$ cat config.mk
export PLATFORM = sky130hd
export DESIGN_NAME = ifu_fetch_flat
export DESIGN_NICKNAME = d
export VERILOG_FILES = /design/src/rtl/ifu_fetch_if.sv /design/src/rtl/ifu_fetch.sv /design/src/flat_wrapper.sv
export SDC_FILE = /design/constraint.sdc
export NUM_CORES = 1
export LEC_CHECK = 0
export ABC_AREA = 0
export CAP_MARGIN = 20
export CORE_ASPECT_RATIO = 2
export CORE_MARGIN = 5
export CORE_UTILIZATION = 44
export DETAILED_ROUTE_END_ITERATION = 10
export MAX_ROUTING_LAYER = met4
export PLACE_DENSITY = 0.81
export SYNTH_ARGS = -nofsm -noshare
export SYNTH_HDL_FRONTEND = slang
export SYNTH_SLANG_ARGS = --single-unit
$ cat constraint.sdc
create_clock -name clk -period 2.7 [get_ports clk]
set_input_delay 0.54 -clock clk [delete_from_list [all_inputs] [get_ports clk]]
set_output_delay 0.54 -clock clk [all_outputs]
set_load 0.01 [all_outputs]
$ cat src/rtl/ifu_fetch_if.sv
// ifu_fetch_if: bundles the instruction-fetch channels of ifu_fetch.
//   imem request : imem_req_valid/imem_req_ready/imem_addr
//   imem response: imem_rsp_valid/imem_rdata
//   decode output: out_valid/out_ready/out_cmd/out_pc
//   redirect     : redirect_valid/redirect_pc
//   fault flag   : misalign
// master = fetch stage side, slave = memory/decode/branch-unit side.
interface ifu_fetch_if;
  logic        imem_req_valid;
  logic        imem_req_ready;
  logic [31:0] imem_addr;
  logic        imem_rsp_valid;
  logic [31:0] imem_rdata;
  logic        out_valid;
  logic        out_ready;
  logic [31:0] out_cmd;
  logic [31:0] out_pc;
  logic        redirect_valid;
  logic [31:0] redirect_pc;
  logic        misalign;

  modport master (
    output imem_req_valid, imem_addr, out_valid, out_cmd, out_pc, misalign,
    input  imem_req_ready, imem_rsp_valid, imem_rdata, out_ready,
           redirect_valid, redirect_pc
  );

  modport slave (
    input  imem_req_valid, imem_addr, out_valid, out_cmd, out_pc, misalign,
    output imem_req_ready, imem_rsp_valid, imem_rdata, out_ready,
           redirect_valid, redirect_pc
  );
endinterface

$ cat src/rtl/ifu_fetch.sv
// ifu_fetch: instruction fetch stage. Owns the fetch PC, keeps at most one
// instruction-memory read outstanding, buffers the returned word and hands
// it to decode over a valid/ready channel. Redirects restart fetch at a new
// PC and discard any in-flight work.
// Ports:
//   clk  - rising-edge clock
//   rst  - synchronous active-high reset
//   bus  - ifu_fetch_if.master (imem request/response, decode output,
//          redirect input, misalign flag)
// Parameter RESET_PC: fetch PC after reset (4-byte aligned).
// Build option IFU_MISALIGN_CHECK_EN: when defined, a redirect to a
// non-word-aligned target parks the stage in S_FAULT and raises misalign;
// when undefined, redirect targets are force-aligned and misalign is 0.
//
// state   | meaning
// S_REQ   | request at pc_q presented to imem
// S_WAIT  | request accepted, waiting for response (drop_q: discard it)
// S_HOLD  | instruction buffered in cmd_q, offered to decode
// S_FAULT | misaligned redirect target reported (check build only)
module ifu_fetch #(
  parameter logic [31:0] RESET_PC = 32'h8000_0000
) (
  input  logic         clk,
  input  logic         rst,
  ifu_fetch_if.master  bus
);

  typedef enum logic [1:0] {
    S_REQ  = 2'd0,
    S_WAIT = 2'd1,
    S_HOLD = 2'd2
`ifdef IFU_MISALIGN_CHECK_EN
    , S_FAULT = 2'd3
`endif
  } state_e;

  state_e      state_q, state_d;
  logic [31:0] pc_q, pc_d;          // next fetch address
  logic [31:0] out_pc_q, out_pc_d;  // PC of the buffered instruction
  logic [31:0] cmd_q, cmd_d;
  logic        drop_q, drop_d;

  logic [31:0] redir_pc;
  state_e      redir_state;   // where a redirect lands when no drop is pending
  state_e      resume_state;  // where a completed drop lands (target in pc_q)

`ifdef IFU_MISALIGN_CHECK_EN
  assign redir_pc     = bus.redirect_pc;
  assign redir_state  = (bus.redirect_pc[1:0] != 2'b00) ? S_FAULT : S_REQ;
  assign resume_state = (pc_q[1:0] != 2'b00) ? S_FAULT : S_REQ;
`else
  assign redir_pc     = bus.redirect_pc & 32'hFFFF_FFFC;
  assign redir_state  = S_REQ;
  assign resume_state = S_REQ;
`endif

  always_ff @(posedge clk) begin
    if (rst) begin
      state_q  <= S_REQ;
      pc_q     <= RESET_PC;
      out_pc_q <= RESET_PC;
      cmd_q    <= 32'd0;
      drop_q   <= 1'b0;
    end else begin
      state_q  <= state_d;
      pc_q     <= pc_d;
      out_pc_q <= out_pc_d;
      cmd_q    <= cmd_d;
      drop_q   <= drop_d;
    end
  end

  always_comb begin
    state_d  = state_q;
    pc_d     = pc_q;
    out_pc_d = out_pc_q;
    cmd_d    = cmd_q;
    drop_d   = drop_q;
    case (state_q)
      S_REQ: begin
        if (bus.imem_req_ready) begin
          out_pc_d = pc_q;
          pc_d     = pc_q + 32'd4;
          state_d  = S_WAIT;
        end
        if (bus.redirect_valid) begin
          pc_d = redir_pc;
          // An accepted request still returns data; it must be discarded.
          if (bus.imem_req_ready) drop_d = 1'b1;
          else                    state_d = redir_state;
        end
      end
      S_WAIT: begin
        if (bus.imem_rsp_valid) begin
          if (drop_q) begin
            drop_d  = 1'b0;
            state_d = resume_state;
          end else begin
            cmd_d   = bus.imem_rdata;
            state_d = S_HOLD;
          end
        end
        if (bus.redirect_valid) begin
          pc_d = redir_pc;
          if (bus.imem_rsp_valid) begin
            cmd_d   = cmd_q;
            drop_d  = 1'b0;
            state_d = redir_state;
          end else begin
            drop_d  = 1'b1;
          end
        end
      end
      S_HOLD: begin
        if (bus.redirect_valid) begin
          pc_d    = redir_pc;
          state_d = redir_state;
        end else if (bus.out_ready) begin
          state_d = S_REQ;
        end
      end
`ifdef IFU_MISALIGN_CHECK_EN
      S_FAULT: begin
        if (bus.redirect_valid) begin
          pc_d    = redir_pc;
          state_d = redir_state;
        end
      end
`endif
      default: state_d = S_REQ;
    endcase
  end

  always_comb begin
    // Reset qualification keeps the request quiet during the reset cycle itself.
    bus.imem_req_valid = (state_q == S_REQ) && !rst;
    bus.imem_addr      = pc_q;
    bus.out_valid      = (state_q == S_HOLD);
    bus.out_cmd        = cmd_q;
    bus.out_pc         = out_pc_q;
    bus.misalign       = 1'b0;
`ifdef IFU_MISALIGN_CHECK_EN
    if (state_q == S_FAULT) begin
      // The faulting target is still held in pc_q.
      bus.out_valid = 1'b1;
      bus.out_cmd   = 32'd0;
      bus.out_pc    = pc_q;
      bus.misalign  = 1'b1;
    end
`endif
  end

endmodule

$ cat src/flat_wrapper.sv
// flat-port wrapper written by rule: the top's interface ports become plain ports
module ifu_fetch_flat 
#(
  parameter logic [31:0] RESET_PC = 32'h8000_0000
)
  (clk, rst, bus_imem_req_valid, bus_imem_addr, bus_out_valid, bus_out_cmd, bus_out_pc, bus_misalign, bus_imem_req_ready, bus_imem_rsp_valid, bus_imem_rdata, bus_out_ready, bus_redirect_valid, bus_redirect_pc);
  ifu_fetch_if bus_i ();
  input  logic clk;
  input  logic rst;
  output wire logic [$bits(bus_i.imem_req_valid)-1:0] bus_imem_req_valid;
  output wire logic [$bits(bus_i.imem_addr)-1:0] bus_imem_addr;
  output wire logic [$bits(bus_i.out_valid)-1:0] bus_out_valid;
  output wire logic [$bits(bus_i.out_cmd)-1:0] bus_out_cmd;
  output wire logic [$bits(bus_i.out_pc)-1:0] bus_out_pc;
  output wire logic [$bits(bus_i.misalign)-1:0] bus_misalign;
  input wire logic [$bits(bus_i.imem_req_ready)-1:0] bus_imem_req_ready;
  input wire logic [$bits(bus_i.imem_rsp_valid)-1:0] bus_imem_rsp_valid;
  input wire logic [$bits(bus_i.imem_rdata)-1:0] bus_imem_rdata;
  input wire logic [$bits(bus_i.out_ready)-1:0] bus_out_ready;
  input wire logic [$bits(bus_i.redirect_valid)-1:0] bus_redirect_valid;
  input wire logic [$bits(bus_i.redirect_pc)-1:0] bus_redirect_pc;
  assign bus_imem_req_valid = bus_i.imem_req_valid;
  assign bus_imem_addr = bus_i.imem_addr;
  assign bus_out_valid = bus_i.out_valid;
  assign bus_out_cmd = bus_i.out_cmd;
  assign bus_out_pc = bus_i.out_pc;
  assign bus_misalign = bus_i.misalign;
  assign bus_i.imem_req_ready = bus_imem_req_ready;
  assign bus_i.imem_rsp_valid = bus_imem_rsp_valid;
  assign bus_i.imem_rdata = bus_imem_rdata;
  assign bus_i.out_ready = bus_out_ready;
  assign bus_i.redirect_valid = bus_redirect_valid;
  assign bus_i.redirect_pc = bus_redirect_pc;
  ifu_fetch #(.RESET_PC(RESET_PC)) u_core (.clk(clk), .rst(rst), .bus(bus_i));
endmodule
[Word level (Yosys, flattened, before mapping)]
Index checks and enable logic that the tools add are counted.
Word-level totals
  register bits: 99
  input port bits: 70
  logic and storage cells: 49
Operators by class
  $add $sub $neg: 1
  eq/ne operators: 9
  mux-type cells: 24
  reduce and logical (&&, ||, !) cells: 10
Operators by type and width (count)
  two-way mux 32 bit: 7
  case mux 32 bit (2 select lines): 1
  adder 32 x 3 -> 32 bit, second input constant: 1
  two-way mux 2 bit: 9
  != test 2 bit, second input constant: 3
  != test 3 bit, second input constant: 2
  case mux 2 bit (3 select lines): 1
  two-way mux 1 bit: 5
  AND reduction 2 bit: 2
  AND reduction 4 bit: 1
  nonzero test 2 bit: 2
  != test 3 x 1 -> 1 bit, second input constant: 1
  AND reduction 3 bit: 1
  == test 2 x 1 -> 1 bit, second input constant: 1
  == test 2 bit, second input constant: 1
  logical NOT 2 bit: 1
  != test 2 x 1 -> 1 bit, second input constant: 1
  case mux 1 bit (2 select lines): 1
  OR reduction 2 bit: 1
  logical AND 1 bit: 1
  logical NOT 1 bit: 1

[Depth between registers and ports, before layout]
Gate-level depths: netlist of run 1.
  depth in word-level cells: 5
  depth in mapped cells: 8

[Worst setup path before layout of run 1]
OpenSTA, ideal clock, no wires.
  path kind: register -> register
  start point: reg u_core.state_q[0]
  end point: reg u_core.pc_q[31], in the netlist u_core.bus.imem_addr[31]
  setup time: 0.131 ns
  data arrival time: 2.006 ns
  required time: 2.569 ns
  slack: 0.563 ns
  stages on the path, launching flop included: 9
  buffers on the path: 1
  clock period less this slack: 2.137 ns
  cell sequence: dfxtp_1 > inv_1 > ha_1 > or2_1 > or3_1 > clkbuf_1 > nor4_2 > and3_1 > o31ai_2
Between the ends
  cells in the longest elaborated chain, start to end: 4
  elaborated cells between the ends (all ways): 9
Ends and longest elaborated chain
  start: declaration: RTL line ifu_fetch.sv:37  | state_e state_q, state_d;
  start signal: assignment: RTL line ifu_fetch.sv:65  | state_q <= state_d;
  == test 2 bit / == test 2 x 1 -> 1 bit (equally long branches): RTL line ifu_fetch.sv:79  | case (state_q)
  OR reduction 2 bit (no source line)
  != test 2 x 1 -> 1 bit (no source line) / nonzero test 2 bit (equally long branches)
  AND reduction 3 bit (no source line)
  end signal: assignment: RTL line ifu_fetch.sv:66  | pc_q <= pc_d;
  end: declaration: RTL line ifu_fetch.sv:38  | logic [31:0] pc_q, pc_d;
Parallel ways exist; a longest one is shown, timed or not.
A chain may end at the register's enable or synchronous reset.

[Worst setup path after layout of run 1]
  start point: reg u_core.state_q[1]
  end point: out bus_imem_req_valid
Between the ends
  cells in the longest elaborated chain, start to end: 2
Ends and longest elaborated chain
  logical NOT 2 bit: RTL line ifu_fetch.sv:136  | bus.imem_req_valid = (state_q == S_REQ) && !rst;
  logical AND 1 bit: RTL line ifu_fetch.sv:136
  end: declaration: RTL line flat_wrapper.sv:10  | output wire logic [$bits(bus_i.imem_req_valid)-1:0] bus_imem_req_valid;
No other way between the ends.

==> results of run 1 <==
[Yosys cell counts (3+ instances only)]
cell type	instances
and2_1	4
or3_1	5
inv_1	10
and4_1	4
buf_4	6
buf_2	3
o21ai_0	31
dfxtp_1	95
buf_6	3
a21oi_1	82
nand2_1	148
nor3_1	15
a211oi_1	18
nand4_1	7
nor2_1	17
o22ai_1	5
nand3_1	10
ha_1	5
and3_1	8
nor4_2	4
clkbuf_1	31
a311oi_1	7
o21ai_1	4
[logic make-up (layout without fill, tap and decap cells)]
kind of cell	count (synthesis)	count (layout)	synth area share (%)
buf+inv	55	211	6.31
flops	95	95	43.8
other cells	1	5	0.0864
compound gates	162	162	21.8
simple gates	239	239	26.5
fa+ha+maj	5	5	1.44
[area by class of cell]
class                   instances  area share (%)
clock buffers                  10            3.72
clock inverters                 6            1.40
inverters                      10           0.585
multi-input cells             411            34.2
flip-flops and latches         95            29.6
well taps                     132            2.57
repair buffers                185            27.8
[per-layer routing]
layer	up-vias	track usage, %	part of all wire, %
met4	0	14.5	4.7
met2	222	44.3	54
met1	2197	23.3	35
li1	2248	-	-
met5	-	-	0
met3	55	4.37	5.9
[stage by stage]
stage	hold slack, ns	area (um^2)	setup slack [ns]
after detailed placement	0.446	6090	0.236
after CTS	0.456	6420	0.359
final	0.454	6420	0.356
after global placement	0.442	6090	0.232
after floorplan	0.481	4350	0.563
after global routing	0.477	6420	0.247
[report_power, final]
part	leakage [nW]	internal (mW)	switching [mW]
Sequential	0.777	1.48	0.0935
Clock	0.159	0.842	0.561
Combinational	1.33	0.338	0.315
[final timing paths]
check	end	slack [ns]	depth (start not counted)
min	u_core.bus.out_cmd[23]	0.45	2
min reg2reg	u_core.bus.out_cmd[23]	0.45	2
max reg2reg	u_core.bus.imem_addr[31]	0.41	7
max	bus_imem_req_valid	0.36	4
[sequential cells by signal, indices dropped and copies added, names as in the netlist]
signal                count
u_core.bus.imem_addr     30
u_core.bus.out_pc        30
u_core.state_q            2
u_core.drop_q             1
u_core.bus.out_cmd       32
[worst min-delay path, cell delays in order (launching register included)]
cell and delay (ns):
dfxtp_1 0.31, nand2_1 0.05, a21oi_1 0.05
==> impl_metrics.csv, run 1 <==
group,metric,value,unit
setup_path,cp_num_buf_inv,2,
layout,layout.area.seq,1900,um^2
floorplanning,core_region_area,9700,um^2
grt,number_of_global_route_vias_before_repair,4692,
setup_path,r2r-start,"u_core.state_q[1]",
synth,synth_edf_count,0,
pwr,power_density,566,nW/um^2
clock_network,cts_made_buffers,9,
synth,syn-cell-area,4340,um^2
layout,final_net_count,787,
floorplanning,effective_utilization_at_floorplan,44.7,%
placement,placed_wire_length_estimate,10.9,mm
sta,worst_slew_margin_rel,55.9,%
setup_path,timing.critical_path.required,2.16,ns
route,drt_wl_total,14.5,mm
floorplanning,fp.dieArea,12100,um^2
sta,rsz_0062_raised_after_global_routing,"false",
clock_network,cts_max_path_buffers,2,
setup_path,path_cells,"inv_1, ha_1, nor2b_1, clkdlybuf4s50_1",
synth,ys_types,52,
layout,multi_input_area,2200,um^2
layout,layout.cells.most_common_list,"clkdlybuf4s50_1 (160), nand2_1 (148), dfxtp_1 (95)",
synth,postSynthAreaPerCell,7.79,um^2
sta,worstMarginPinSlew,0.661,ns
setup_path,crit_family,"buffers and inverters",
sta,final-hold-violation-count,0,
clock_network,post_cts.resized_instances,0,
status,status,"completed",
floorplanning,die_y,150,um
route,dr.pass1.iters,5,
pwr,leakagePower,2.27,nW
route,wl_per_cell,17.1,um
layout,fill_cells,860,
synth,syn-instance-count,557,
setup_path,timing.setup.critical_path_class,"reg -> out",
layout,num_antenna_cells,0,
synth,synthesis_stage_register_bit_count,95,
setup_path,longest_individual_stage_delay_on_the_worst_path,0.58,ns
setup_path,critPathCaptureType,"primary output",
floorplanning,die-width,80.2,um
pwr,irDropWorstVdd,0.000335,V
setup_path,critical_path.slowest_cell,"clkdlybuf4s50_1",
synth,yosys_warnings,0,
placement,place.port_buffers,161,
clock_network,worstSkewPairLatency,0.35,ns
floorplanning,placementRows,51,
layout,finalNonFillerCells,849,
grt,grt_pass1_wl,22.4,mm
setup_path,crit_path_start_kind,"flop",
setup_path,worst-endpoint-arrival,1.80,ns
route,vias,4722,
grt,grt.total_usage,24.4,%
grt,overflow,0,
sta,max_freq,427,MHz
synth,dominantRegCellSynth,"dfxtp_1",
setup_path,critical_path.max_fanout,7,
route,detailedRoute.firstIterationViolations,420,
layout,postLayoutCoreUtil,66.2,%
sta,clock_skew,0.00678,ns
synth,async_flop_share,0,%
synth,top_cells_by_area_synth,"dfxtp_1 (44%), nand2_1 (13%), a21oi_1 (9.5%)",
route,drc,0,
placement,globalplace.congestion,0.915,
setup_path,worstSetupStartpoint,"u_core.state_q[1]",
synth,synth_sequential_area_ratio,43.8,%
sta,post-route-period-util,86.8,%
sta,sum_of_negative_setup_slack,0,ns
clock_network,cts_tree,"yes",
synth,synth_top_area_share,43.8,%
route,routed_via_density,5.56,
grt,antenna_found_initial,0,
route,antenna_violating_nets_post_route,0,
layout,mostFrequentLayoutCell,"clkdlybuf4s50_1",
clock_network,h-tree-depth,3,
clock_network,number_of_buffers_inserted_by_hold_repair_at_cts,0,
clock_network,clock_sinks,95,
sta,period_needed,2.34,ns
layout,drive_gt1_share,8.51,%
grt,maximum_number_of_pins_on_one_net_before_global_route_repair,62,
clock_network,clockRootBuffer,"clkbuf_16",
sta,final-setup-viol-count,0,
worst_hold_path,min-delay-path-class,"reg -> reg",
floorplanning,num_io_pins,169,
flow_run,max_cap_violations,0,
sta,timing_max_transition_violations_final,0,
placement,post_place_cells,833,
pwr,power.total,3.63,mW
clock_network,worst_setup_hold_path_clk_slew,0.07,ns
synth,synth_top_cell_by_area,"dfxtp_1",
layout,area.growth.synth_to_final,47.9,%
clock_network,post-cts-setup-buffer-count,0,
worst_hold_path,min_from,"u_core.bus.out_cmd[23]",
(Power assumes the default switching activity.)
==> inputs of run 2 (changes only) <==
--- a/config.mk
+++ b/config.mk
@@ -9,10 +9,10 @@
 export CAP_MARGIN = 20
 export CORE_ASPECT_RATIO = 2
 export CORE_MARGIN = 5
-export CORE_UTILIZATION = 44
+export CORE_UTILIZATION = 47
 export DETAILED_ROUTE_END_ITERATION = 10
 export MAX_ROUTING_LAYER = met4
-export PLACE_DENSITY = 0.81
+export PLACE_DENSITY = 0.85
 export SYNTH_ARGS = -nofsm -noshare
 export SYNTH_HDL_FRONTEND = slang
 export SYNTH_SLANG_ARGS = --single-unit
==> constraint.sdc (replaced) <==
create_clock -name clk -period 2.9 [get_ports clk]
set_input_delay 0.58 -clock clk [delete_from_list [all_inputs] [get_ports clk]]
set_output_delay 0.58 -clock clk [all_outputs]
set_load 0.01 [all_outputs]
==> impl_metrics.csv, run 2 (synthesis gave the netlist of run 1 again) <==
group,metric,value,unit
grt,global_route.usage.met1,25.4,%
grt,antenna_found_initial,0,
setup_path,worstSetupStartpoint,"u_core.state_q[0]",
placement,placed_wire_length_estimate,10.2,mm
grt,maximum_number_of_pins_on_one_net_before_global_route_repair,80,
layout,max_reg_flops,32,
sta,final-hold-violation-count,0,
clock_network,post-cts-setup-buffer-count,0,
pwr,power.clock.fraction,37.0,%
setup_path,crit_path_start_kind,"flop",
placement,post_place_cells,794,
grt,overflow,0,
clock_network,number_of_buffers_inserted_by_hold_repair_at_cts,0,
sta,sum_of_negative_setup_slack,0,ns
clock_network,worstSkewPairLatency,0.34,ns
sta,clock_skew,0.00859,ns
setup_path,worst-endpoint-arrival,2.61,ns
placement,globalplace.congestion,0.897,
clock_network,cts_max_path_buffers,2,
setup_path,critical_path.max_fanout,6,
floorplanning,num_io_pins,169,
grt,gr-usage-met2,45.1,%
worst_hold_path,min_from,"u_core.bus.out_cmd[24]",
setup_path,critPathCaptureType,"flop",
floorplanning,effective_utilization_at_floorplan,48.1,%
sta,final-setup-viol-count,0,
layout,area.growth.synth_to_final,45.6,%
pwr,irDropWorstVdd,0.000375,V
clock_network,worst_setup_hold_path_clk_slew,0.06,ns
floorplanning,die-width,77.9,um
route,vias,4642,
route,antenna_violating_nets_post_route,0,
sta,fin_hold_ws,0.453,ns
setup_path,timing.setup.critical_path_class,"reg -> reg",
layout,drive_gt1_share,7.48,%
pwr,internal_power,2.38,mW
clock_network,clock_sinks,95,
floorplanning,fp.dieArea,11400,um^2
pwr,switching_share,27.2,%
pwr,combinationalPowerShare,18.1,%
clock_network,h-tree-depth,3,
clock_network,post_cts.resized_instances,0,
sta,post-route-period-util,82.6,%
grt,grt.total_usage,24.8,%
route,dr.pass1.iters,5,
pwr,leakagePower,2.23,nW
floorplanning,die_y,146,um
sta,rsz_0062_raised_after_global_routing,"false",
clock_network,clockRootBuffer,"clkbuf_16",
pwr,seq_power_share,44.9,%
clock_network,cts_tree,"yes",
route,detailedRoute.firstIterationViolations,514,
clock_network,cts_made_buffers,9,
route,drt_wl_total,14.0,mm
floorplanning,core_region_area,9010,um^2
pwr,power_density,518,nW/um^2
grt,global_route.peak_usage_layer,"met2",
layout,num_antenna_cells,0,
grt,grt_use_met3,3.72,%
setup_path,timing.critical_path.required,3.11,ns
sta,worst_slew_margin_rel,45.3,%
floorplanning,placementRows,49,
worst_hold_path,min-delay-path-class,"reg -> reg",
layout,finalNonFillerCells,811,
setup_path,r2r-start,"u_core.state_q[0]",
sta,worstMarginPinSlew,0.821,ns
sta,max_freq,417,MHz
route,wl_per_cell,17.3,um
grt,number_of_global_route_vias_before_repair,4688,
grt,grt_pass1_wl,22.7,mm
route,routed_via_density,5.72,
flow_run,max_cap_violations,0,
route,drc,0,
sta,timing_max_transition_violations_final,0,
pwr,power.switching,890,uW
layout,layout.cells.most_common_list,"clkdlybuf4s50_1 (160), nand2_1 (148), dfxtp_1 (95)",
placement,place.port_buffers,161,
layout,final_net_count,779,
status,status,"completed",
sta,period_needed,2.40,ns
layout,mostFrequentLayoutCell,"clkdlybuf4s50_1",
==> run 2: changes by cell type in the layout (fill, tap and decap cells not counted) <==
cell / change
buf_4: -9
clkinvlp_4: -1
clkinv_4: +1
bufinv_16: -1
buf_16: +1
clkinv_2: +1
==> run 2: worst paths after layout <==
path                                                  to  slack, ns  depth (start not counted)
worst min-delay path              u_core.bus.out_cmd[24]       0.45                          2
worst min register to register    u_core.bus.out_cmd[24]       0.45                          2
worst max register to register  u_core.bus.imem_addr[31]       0.50                          7
worst max-delay path            u_core.bus.imem_addr[31]       0.50                          7
==> run 2: stage by stage <==
step                instance area [um^2]  util, %  worst slack [ns]  power (mW)
finish                              6320     70.1             0.503        3.27
global route                        6320     70.1             0.372        3.40
CTS                                 6290     69.8             0.414        3.28
detailed placement                  5980     66.4             0.167        2.08
global placement                    5980     66.4             0.165        2.06
floorplan                           4350        -             0.763        1.76
==> run 2: power groups by stage <==
stage | sequential (mW) | clock, mW | combinational (mW)
floorplan | 1.51 | 0 | 0.251
global placement | 1.49 | 0 | 0.565
detailed placement | 1.50 | 0 | 0.580
CTS | 1.47 | 1.23 | 0.585
global route | 1.48 | 1.28 | 0.640
finish | 1.47 | 1.21 | 0.593
==> run 2: per-layer routing <==
layer | part of all wire, % | up-vias
met3 | 6.0 | 41
met5 | 0 | -
met1 | 36 | 2146
li1 | - | 2240
met2 | 54 | 215
met4 | 3.2 | 0
==> run 2: critical path, stage by stage, from the launching register on <==
cell and delay (ns):
dfxtp_1 0.38, inv_1 0.08, ha_1 0.39, or2_1 0.26
or3_1 0.48, nor4_2 0.38, and3_1 0.24, o31ai_2 0.06
==> run 2: area by class of cell <==
type | count | area [um^2]
clock buffers | 10 | 239
clock inverters | 6 | 66.3
fillers | 721 | 2700
inverters | 10 | 37.5
multi-input cells | 411 | 2200
flip-flops and latches | 95 | 1900
well taps | 102 | 128
repair buffers | 177 | 1750
==> inputs of run 3 (changes only) <==
--- a/config.mk
+++ b/config.mk
@@ -9,10 +9,10 @@
 export CAP_MARGIN = 20
 export CORE_ASPECT_RATIO = 2
 export CORE_MARGIN = 5
-export CORE_UTILIZATION = 47
+export CORE_UTILIZATION = 44
 export DETAILED_ROUTE_END_ITERATION = 10
 export MAX_ROUTING_LAYER = met4
-export PLACE_DENSITY = 0.85
+export PLACE_DENSITY = 0.81
 export SYNTH_ARGS = -nofsm -noshare
 export SYNTH_HDL_FRONTEND = slang
 export SYNTH_SLANG_ARGS = --single-unit
==> constraint.sdc (replaced) <==
create_clock -name clk -period 2.5 [get_ports clk]
set_input_delay 0.5 -clock clk [delete_from_list [all_inputs] [get_ports clk]]
set_output_delay 0.5 -clock clk [all_outputs]
set_load 0.01 [all_outputs]
==> impl_metrics.csv, run 3 (synthesis gave the netlist of run 1 again) <==
group,metric,value,unit
status,status,"completed",
route,drt_wl_total,14.2,mm
clock_network,clock_sinks,95,
setup_path,longest_individual_stage_delay_on_the_worst_path,0.58,ns
layout,drive_gt1_share,9.14,%
setup_path,crit_path_start_kind,"flop",
route,dr.pass1.iters,5,
setup_path,critical_path.max_fanout,7,
route,routed_via_density,5.51,
clock_network,worst_setup_hold_path_clk_slew,0.06,ns
setup_path,crit_family,"buffers and inverters",
floorplanning,core_region_area,9700,um^2
setup_path,path_cells,"inv_1, ha_1, nor2b_1, clkdlybuf4s50_1",
layout,mostFrequentLayoutCell,"clkdlybuf4s50_1",
grt,maximum_number_of_pins_on_one_net_before_global_route_repair,62,
grt,global_route.peak_usage_layer,"met2",
route,wl_per_cell,16.7,um
floorplanning,effective_utilization_at_floorplan,44.7,%
layout,final_net_count,793,
floorplanning,num_io_pins,169,
floorplanning,die_y,150,um
sta,final-hold-violation-count,0,
placement,placed_wire_length_estimate,10.9,mm
placement,globalplace.congestion,0.909,
route,vias,4707,
grt,number_of_global_route_vias_before_repair,4547,
sta,post-route-period-util,92.5,%
sta,period_needed,2.31,ns
setup_path,critical_path.slowest_cell,"clkdlybuf4s50_1",
route,drc,0,
pwr,leakagePower,2.29,nW
setup_path,timing.setup.critical_path_class,"reg -> out",
clock_network,post_cts.resized_instances,0,
sta,final-setup-viol-count,0,
sta,max_freq,433,MHz
grt,gr-usage-met2,44.3,%
route,detailedRoute.firstIterationViolations,325,
sta,worstMarginPinSlew,0.672,ns
clock_network,clockRootBuffer,"clkbuf_16",
grt,grt_use_met3,4.01,%
layout,num_antenna_cells,0,
clock_network,cts_max_path_buffers,2,
grt,antenna_found_initial,0,
clock_network,h-tree-depth,3,
pwr,power_density,590,nW/um^2
layout,fill_cells,826,
sta,worst_slew_margin_rel,55.2,%
flow_run,max_cap_violations,0,
sta,clock_skew,0.00942,ns
clock_network,cts_made_buffers,9,
grt,grt.total_usage,24.0,%
worst_hold_path,min-delay-path-class,"reg -> reg",
grt,overflow,0,
pwr,irDropWorstVdd,0.000359,V
sta,rsz_0062_raised_after_global_routing,"false",
layout,finalNonFillerCells,854,
layout,max_reg_flops,32,
placement,post_place_cells,839,
setup_path,timing.critical_path.required,2.00,ns
grt,grt_pass1_wl,22.1,mm
sta,sum_of_negative_setup_slack,0,ns
sta,timing_max_transition_violations_final,0,
layout,layout.cells.most_common_list,"clkdlybuf4s50_1 (160), nand2_1 (148), dfxtp_1 (95)",
route,antenna_violating_nets_post_route,0,
setup_path,critPathCaptureType,"primary output",
clock_network,worstSkewPairLatency,0.35,ns
setup_path,worst-endpoint-arrival,1.81,ns
clock_network,cts_tree,"yes",
grt,global_route.usage.met1,23.6,%
clock_network,number_of_buffers_inserted_by_hold_repair_at_cts,0,
floorplanning,die-width,80.2,um
clock_network,post-cts-setup-buffer-count,0,
floorplanning,fp.dieArea,12100,um^2
layout,area.growth.synth_to_final,48.4,%
floorplanning,placementRows,51,
placement,place.port_buffers,161,
setup_path,cp_num_buf_inv,2,
run 3: final cells by class:
class	count	area, um^2	share of cell area, %
inverter	10	37.5	0.583
clock inverter	4	55.1	0.855
clock buffer	11	253	3.92
multi-input combinational	411	2200	34.1
sequential	95	1900	29.5
tap	132	165	2.56
timing repair buffer	191	1830	28.4
run 3: worst reg2reg max path, delay by kind of cell (launching register included):
kind	cells	cell delay, ns
buffers and inverters	1	0.09
DFF	1	0.38
adders and majority gates	1	0.39
AOI/OAI and AO/OA	1	0.06
and+or+nand+nor	4	1.15
run 3: worst paths after layout:
check	start	cells after the start	to	slack (ns)
max	u_core.state_q[0]	4	bus_imem_req_valid	0.19
min reg2reg	u_core.bus.out_cmd[17]	2	u_core.bus.out_cmd[17]	0.45
max reg2reg	u_core.state_q[0]	7	u_core.bus.imem_addr[31]	0.30
min	u_core.bus.out_cmd[17]	2	u_core.bus.out_cmd[17]	0.45
run 3: power breakdown:
group / total (mW) / internal [mW] / switching, mW
Combinational: 0.714 / 0.370 / 0.343
Clock: 1.39 / 0.827 / 0.566
Sequential: 1.69 / 1.60 / 0.0950
run 3: metrics by stage:
stage	setup slack, ns	power (mW)	utilization [%]	hold slack (ns)	cell area, um^2
5_1_grt	0.0625	3.96	66.4	0.472	6440
6_report	0.188	3.80	66.4	0.453	6440
4_1_cts	0.176	3.83	66.4	0.454	6440
2_1_floorplan	0.363	2.04	-	0.481	4350
3_3_place_gp	0.191	2.42	63.2	0.442	6130
3_5_place_dp	0.164	2.44	63.2	0.445	6130
run 3: layer usage:
metal,vias up,routed length (um)
met5,-,0
met4,0,488
met3,41,716
met2,191,8000
met1,2211,5020
li1,2264,-
